### src/rtl/operand_collector.sv
// Operand collector: takes a micro-instruction header, gathers A/B/multi-beat C from the
// read stream, and holds one registered bundle for the execute stage until it is accepted.
module operand_collector #(
  parameter int DW       = 32,
  parameter int C_BEATS  = 2,
  parameter int UINSTR_W = 32,
  parameter int OPC_W    = 8,
  parameter int CNT_W    = 16
) (
  input  logic                  clk,
  input  logic                  arst_i,
  input  logic                  flush_i,
  input  logic                  uinstr_valid_i,
  output logic                  uinstr_ready_o,
  input  logic [UINSTR_W-1:0]   uinstr_i,
  input  logic [1:0]            op_mode_i,
  input  logic                  rd_data_valid_i,
  output logic                  rd_data_ready_o,
  input  logic [DW-1:0]         rd_data_i,
  output logic [DW-1:0]         operand_a_o,
  output logic [DW-1:0]         operand_b_o,
  output logic [C_BEATS*DW-1:0] operand_c_o,
  output logic [OPC_W-1:0]      op_code_o,
  output logic [UINSTR_W-1:0]   uinstr_o,
  output logic                  op_valid_o,
  input  logic                  op_ready_i,
  output logic                  busy_o,
  output logic [CNT_W-1:0]      op_count_o
);

  localparam logic [2:0] S_IDLE  = 3'd0;
  localparam logic [2:0] S_GET_A = 3'd1;
  localparam logic [2:0] S_GET_B = 3'd2;
  localparam logic [2:0] S_GET_C = 3'd3;
  localparam logic [2:0] S_HOLD  = 3'd4;

  localparam int CBW = (C_BEATS > 1) ? $clog2(C_BEATS) : 1;
  localparam logic [CBW-1:0] C_LAST = CBW'(C_BEATS - 1);

  logic [2:0]            state_q, state_d;
  logic [1:0]            mode_q, mode_d;
  logic [CBW-1:0]        cnt_q, cnt_d;
  logic [DW-1:0]         a_q, a_d, b_q, b_d;
  logic [C_BEATS*DW-1:0] c_q, c_d;
  logic [UINSTR_W-1:0]   uinstr_q, uinstr_d;
  logic                  uinstr_ready_q, uinstr_ready_d;
  logic                  rd_ready_q, rd_ready_d;
  logic                  op_valid_q, op_valid_d;
  logic                  busy_q, busy_d;
  logic [CNT_W-1:0]      count_q, count_d;

  logic hdr_hs, beat_hs, acc;

  // Handshakes are qualified by the registered ready/valid flags the outside world sees.
  assign hdr_hs  = uinstr_valid_i & uinstr_ready_q;
  assign beat_hs = rd_data_valid_i & rd_ready_q;
  assign acc     = op_valid_q & op_ready_i;

  always_comb begin
    state_d  = state_q;
    mode_d   = mode_q;
    cnt_d    = cnt_q;
    a_d      = a_q;
    b_d      = b_q;
    c_d      = c_q;
    uinstr_d = uinstr_q;
    count_d  = count_q;

    if (flush_i) begin
      state_d = S_IDLE;
      a_d     = '0;
      b_d     = '0;
      c_d     = '0;
      cnt_d   = '0;
    end else begin
      case (state_q)
        S_IDLE: if (hdr_hs) begin
          uinstr_d = uinstr_i;
          mode_d   = op_mode_i;
          a_d      = '0;
          b_d      = '0;
          c_d      = '0;
          cnt_d    = '0;
          state_d  = S_GET_A;
        end
        S_GET_A: if (beat_hs) begin
          a_d     = rd_data_i;
          state_d = (mode_q == 2'd0) ? S_HOLD : S_GET_B;
        end
        S_GET_B: if (beat_hs) begin
          b_d     = rd_data_i;
          state_d = (mode_q == 2'd1) ? S_HOLD : S_GET_C;
        end
        S_GET_C: if (beat_hs) begin
          // First C beat lands in the most significant slice.
          for (int k = 0; k < C_BEATS; k++)
            if (cnt_q == CBW'(k)) c_d[(C_BEATS-1-k)*DW +: DW] = rd_data_i;
          if (cnt_q == C_LAST) begin
            cnt_d   = '0;
            state_d = S_HOLD;
          end else begin
            cnt_d = cnt_q + 1'b1;
          end
        end
        S_HOLD: if (acc) begin
          state_d = S_IDLE;
          count_d = count_q + 1'b1;
        end
        default: state_d = S_IDLE;
      endcase
    end

    uinstr_ready_d = (state_d == S_IDLE);
    rd_ready_d     = (state_d == S_GET_A) | (state_d == S_GET_B) | (state_d == S_GET_C);
    op_valid_d     = (state_d == S_HOLD);
    busy_d         = (state_d != S_IDLE);
  end

  always_ff @(posedge clk or posedge arst_i) begin
    if (arst_i) begin
      state_q        <= S_IDLE;
      mode_q         <= '0;
      cnt_q          <= '0;
      a_q            <= '0;
      b_q            <= '0;
      c_q            <= '0;
      uinstr_q       <= '0;
      uinstr_ready_q <= 1'b0;
      rd_ready_q     <= 1'b0;
      op_valid_q     <= 1'b0;
      busy_q         <= 1'b0;
      count_q        <= '0;
    end else begin
      state_q        <= state_d;
      mode_q         <= mode_d;
      cnt_q          <= cnt_d;
      a_q            <= a_d;
      b_q            <= b_d;
      c_q            <= c_d;
      uinstr_q       <= uinstr_d;
      uinstr_ready_q <= uinstr_ready_d;
      rd_ready_q     <= rd_ready_d;
      op_valid_q     <= op_valid_d;
      busy_q         <= busy_d;
      count_q        <= count_d;
    end
  end

  assign uinstr_ready_o  = uinstr_ready_q;
  assign rd_data_ready_o = rd_ready_q;
  assign operand_a_o     = a_q;
  assign operand_b_o     = b_q;
  assign operand_c_o     = c_q;
  assign op_code_o       = uinstr_q[OPC_W-1:0];
  assign uinstr_o        = uinstr_q;
  assign op_valid_o      = op_valid_q;
  assign busy_o          = busy_q;
  assign op_count_o      = count_q;

endmodule
### config.mk
export PLATFORM = sky130hd
export DESIGN_NAME = operand_collector
export DESIGN_NICKNAME = d
export VERILOG_FILES = /design/src/rtl/operand_collector.sv
export SDC_FILE = /design/constraint.sdc
export NUM_CORES = 1
export LEC_CHECK = 0
export ABC_AREA = 1
export BUFFER_PORTS_ARGS = -buffer_cell sky130_fd_sc_hd__buf_2
export CAP_MARGIN = 25
export CELL_PAD_IN_SITES_DETAIL_PLACEMENT = 2
export CELL_PAD_IN_SITES_GLOBAL_PLACEMENT = 2
export CORE_MARGIN = 2
export CORE_UTILIZATION = 26
export DETAILED_ROUTE_END_ITERATION = 10
export PLACE_DENSITY = 0.87
export SYNTH_ARGS = -nofsm -noshare
export SYNTH_HDL_FRONTEND = slang
export SYNTH_SLANG_ARGS = --single-unit
### constraint.sdc
create_clock -name clk -period 5.8 [get_ports clk]
set_input_delay 1.16 -clock clk [delete_from_list [all_inputs] [get_ports clk]]
set_output_delay 1.16 -clock clk [all_outputs]
set_load 0.01 [all_outputs]
==> summary.md <==
| Metric | Value |
|---|---|
| LEAKAGE | 5.74 nW |
| Die W | 180 um |
| Async SR Flop Fraction | 100% |
| Synth Instances | 963 |
| Yosys reg bits | 186 |
| Clock transition at path regs | 0.07 ns |
| Pin count of the biggest net entering global routing | 155 |
| Placed instance area | 9710 um2 |
| Hold-fix buffers, CTS | 0 |
| Post-DRT Antenna Nets | 0 |
| PostCTS Resize Cnt | 0 |
| Iteration-0 DRC Markers | 337 |
| Clk_lat worst skew | 0.44 ns |
| Final cell utilization of the core | 33.7% |
| Outcome | finished clean |
| IO Pins | 260 |
| Setup Viol. Count Final | 0 |
| DRC viols | 0 |
| Initial antenna violation count | 3 |
| Top_reg_cell synth | dfrtp_1 |
| Post-place setup slack | 1.92 ns |
| Post-route setup TNS | 0 ns |
| Area delta synth->final | 27.3% |
| Crit-path most repeated cell | nand2_1 |
| DR WL/cell | 19.1 um |
| Via count | 7639 |
| First-pass DRT Iterations | 4 |
| Final period util | 57.3% |
| Worst slew pin tran | 0.980 ns |
| Total Wirelength | 30.5 mm |
| Worst Skew | 0.0108 ns |
| IO Port Bufs | 259 |
| Area share of the largest cell type after synthesis | 57.5% |
| Num Clock Sinks | 186 |
| Die area | 32600 um2 |
| Total CTS buffers | 17 |
| DP HPWL | 21.7 mm |
| Crit path DAT | 3.69 ns |
| CTS tree | yes |
| Mapped Nets | 1036 |
| H-tree levels | 4 |
| First-pass GRT wire length | 48.7 mm |
| Commonest non-fill, non-tap cell in the layout | nand2_1 |
| Final Cell Area | 10300 um2 |
| Min Hold Slack | 0.475 ns |
| Post-CTS setup buffers | 0 |
| Crit Path Category | input pin to flip-flop |
| VDD IR max | 208 uV |
| R2R Setup Slk | 3.09 ns |
| Worst Hold Class | flip-flop to flip-flop |
| Cell taking the most area after synthesis | dfrtp_1 |
| YS warnings | 0 |
| Syn avg cell area | 8.40 um2 |
| GRT Resource Usage Total | 18.9% |
| Required @ worst endpoint | 6.17 ns |
| Final hold viol count | 0 |
| Fill cell count | 3555 |
| Synth area leaders | dfrtp_1, nand2_1, o21ai_0 |
| Core Area | 30600 um2 |
| Highest-count cells in the layout ignoring fill and taps | nand2_1, buf_2, dfrtp_1 |
| Die Span Y | 180 um |
| Grt ovf | 0 |
| Synth cell types | 30 |
| Max FO, Critical Path | 34 |
| Ratio of cells with drive above 1 in the final layout | 26.6% |
| Sequential area share after synthesis | 57.5% |
| Starting density of the core | 26.5% |
| RSZ-0062 raised after global routing | false |
| Mapped Area | 8090 um2 |
| Crit path cell chain | buf_2, clkinv_2, nand2_2, o21ai_2, buf_4, nor2_4, nand2_1, nand2_1 |
| Global placer's final weighted congestion | 0.803 |
| CP Launch Type | input pin |
| Clock tree buffer depth | 2 |
| Max Slew Vio Count | 0 |
| Final Critical Period | 3.32 ns |
| Final worst setup slack | 2.48 ns |
| Vias/cell | 4.78 |
| Achievable Freq | 301 MHz |
| CP max stage cell | nand2_2 |
| Total Nets Final | 1260 |
| Max cap viols | 0 |
| Power Dens Cells | 321 nW/um2 |
| CP max stage delay | 0.71 ns |
| Post-synth EDFFs | 0 |
| CTS root buf | clkbuf_16 |
| Row count | 64 |
| Number of global-route vias before repair | 8362 |
| CP Capture Type | flip-flop |
| Worst rel slew slack | 34.7% |
[through the flow]
step	cells	total power [mW]
2_1_floorplan	963	1.89
3_3_place_gp	1562	2.14
3_5_place_dp	1563	2.17
4_1_cts	1594	3.36
5_1_grt	1598	3.48
6_report	1598	3.30
[power by group]
group	total, mW	internal [mW]	switching [mW]
Combinational	0.644	0.197	0.447
Sequential	1.49	1.41	0.0772
Clock	1.17	0.601	0.566
[synth_stat cells (all sizes together), types with 2 or more instances]
cell / instances
dfrtp: 186
o211ai: 2
nor2: 56
nand3: 119
clkbuf: 39
nor3: 6
xnor2: 6
a21oi: 2
nand4: 5
nand2: 316
inv: 57
o21ai: 135
xor2: 3
buf: 27
[worst max-delay path: cells and delay by family]
family | cells | cell delay (ns)
AO/OA/AOI/OAI | 1 | 0.07
AND/OR/NAND/NOR | 4 | 1.67
buffers and inverters | 3 | 0.73
[flip-flops by register name, indices dropped and copies added (netlist names), 2 cells and up]
register	cells
state_q	3
op_count_o	16
operand_b_o	32
uinstr_o	32
operand_c_o	64
mode_q	2
operand_a_o	32
[layout make-up]
cell class / instances / area (um2) / area share, %
Antenna cell: 3 / 7.51 / 0.0729
Clock buffer: 17 / 425 / 4.13
Clock inverter: 14 / 139 / 1.35
Inverter: 58 / 223 / 2.16
Multi-Input combinational cell: 653 / 2940 / 28.5
Sequential cell: 186 / 4650 / 45.2
Tap cell: 396 / 495 / 4.81
Timing Repair Buffer: 271 / 1420 / 13.8
[worst paths after layout]
check / startpoint / end / cells after the start
max reg2reg: state_q[2]$_DFF_PP0_ / operand_c_o[20]$_DFFE_PP0P_ / 7
max in group asynchronous: arst_i / operand_c_o[56]$_DFFE_PP0P_ / 3
min reg2reg: uinstr_o[30]$_DFFE_PP0P_ / uinstr_o[30]$_DFFE_PP0P_ / 2
max: flush_i / operand_c_o[20]$_DFFE_PP0P_ / 8
min in group asynchronous: arst_i / uinstr_o[22]$_DFFE_PP0P_ / 2
min: uinstr_o[30]$_DFFE_PP0P_ / uinstr_o[30]$_DFFE_PP0P_ / 2
[routing by layer]
metal	GRT usage [%]	wire length (um)
met5	0	0
met1	24.5	13600
met2	31.3	15000
met4	7.39	834
met3	3.62	1100
[cell families after synthesis]
family	share of synthesized area, %
XOR/XNOR	0.974
buffers and inverters	6.55
adder cells (fa/ha/maj)	0.155
AO/OA/AOI/OAI	8.95
AND/OR/NAND/NOR	25.9
flip-flops	57.5
Power figures use the tool's default switching activity.
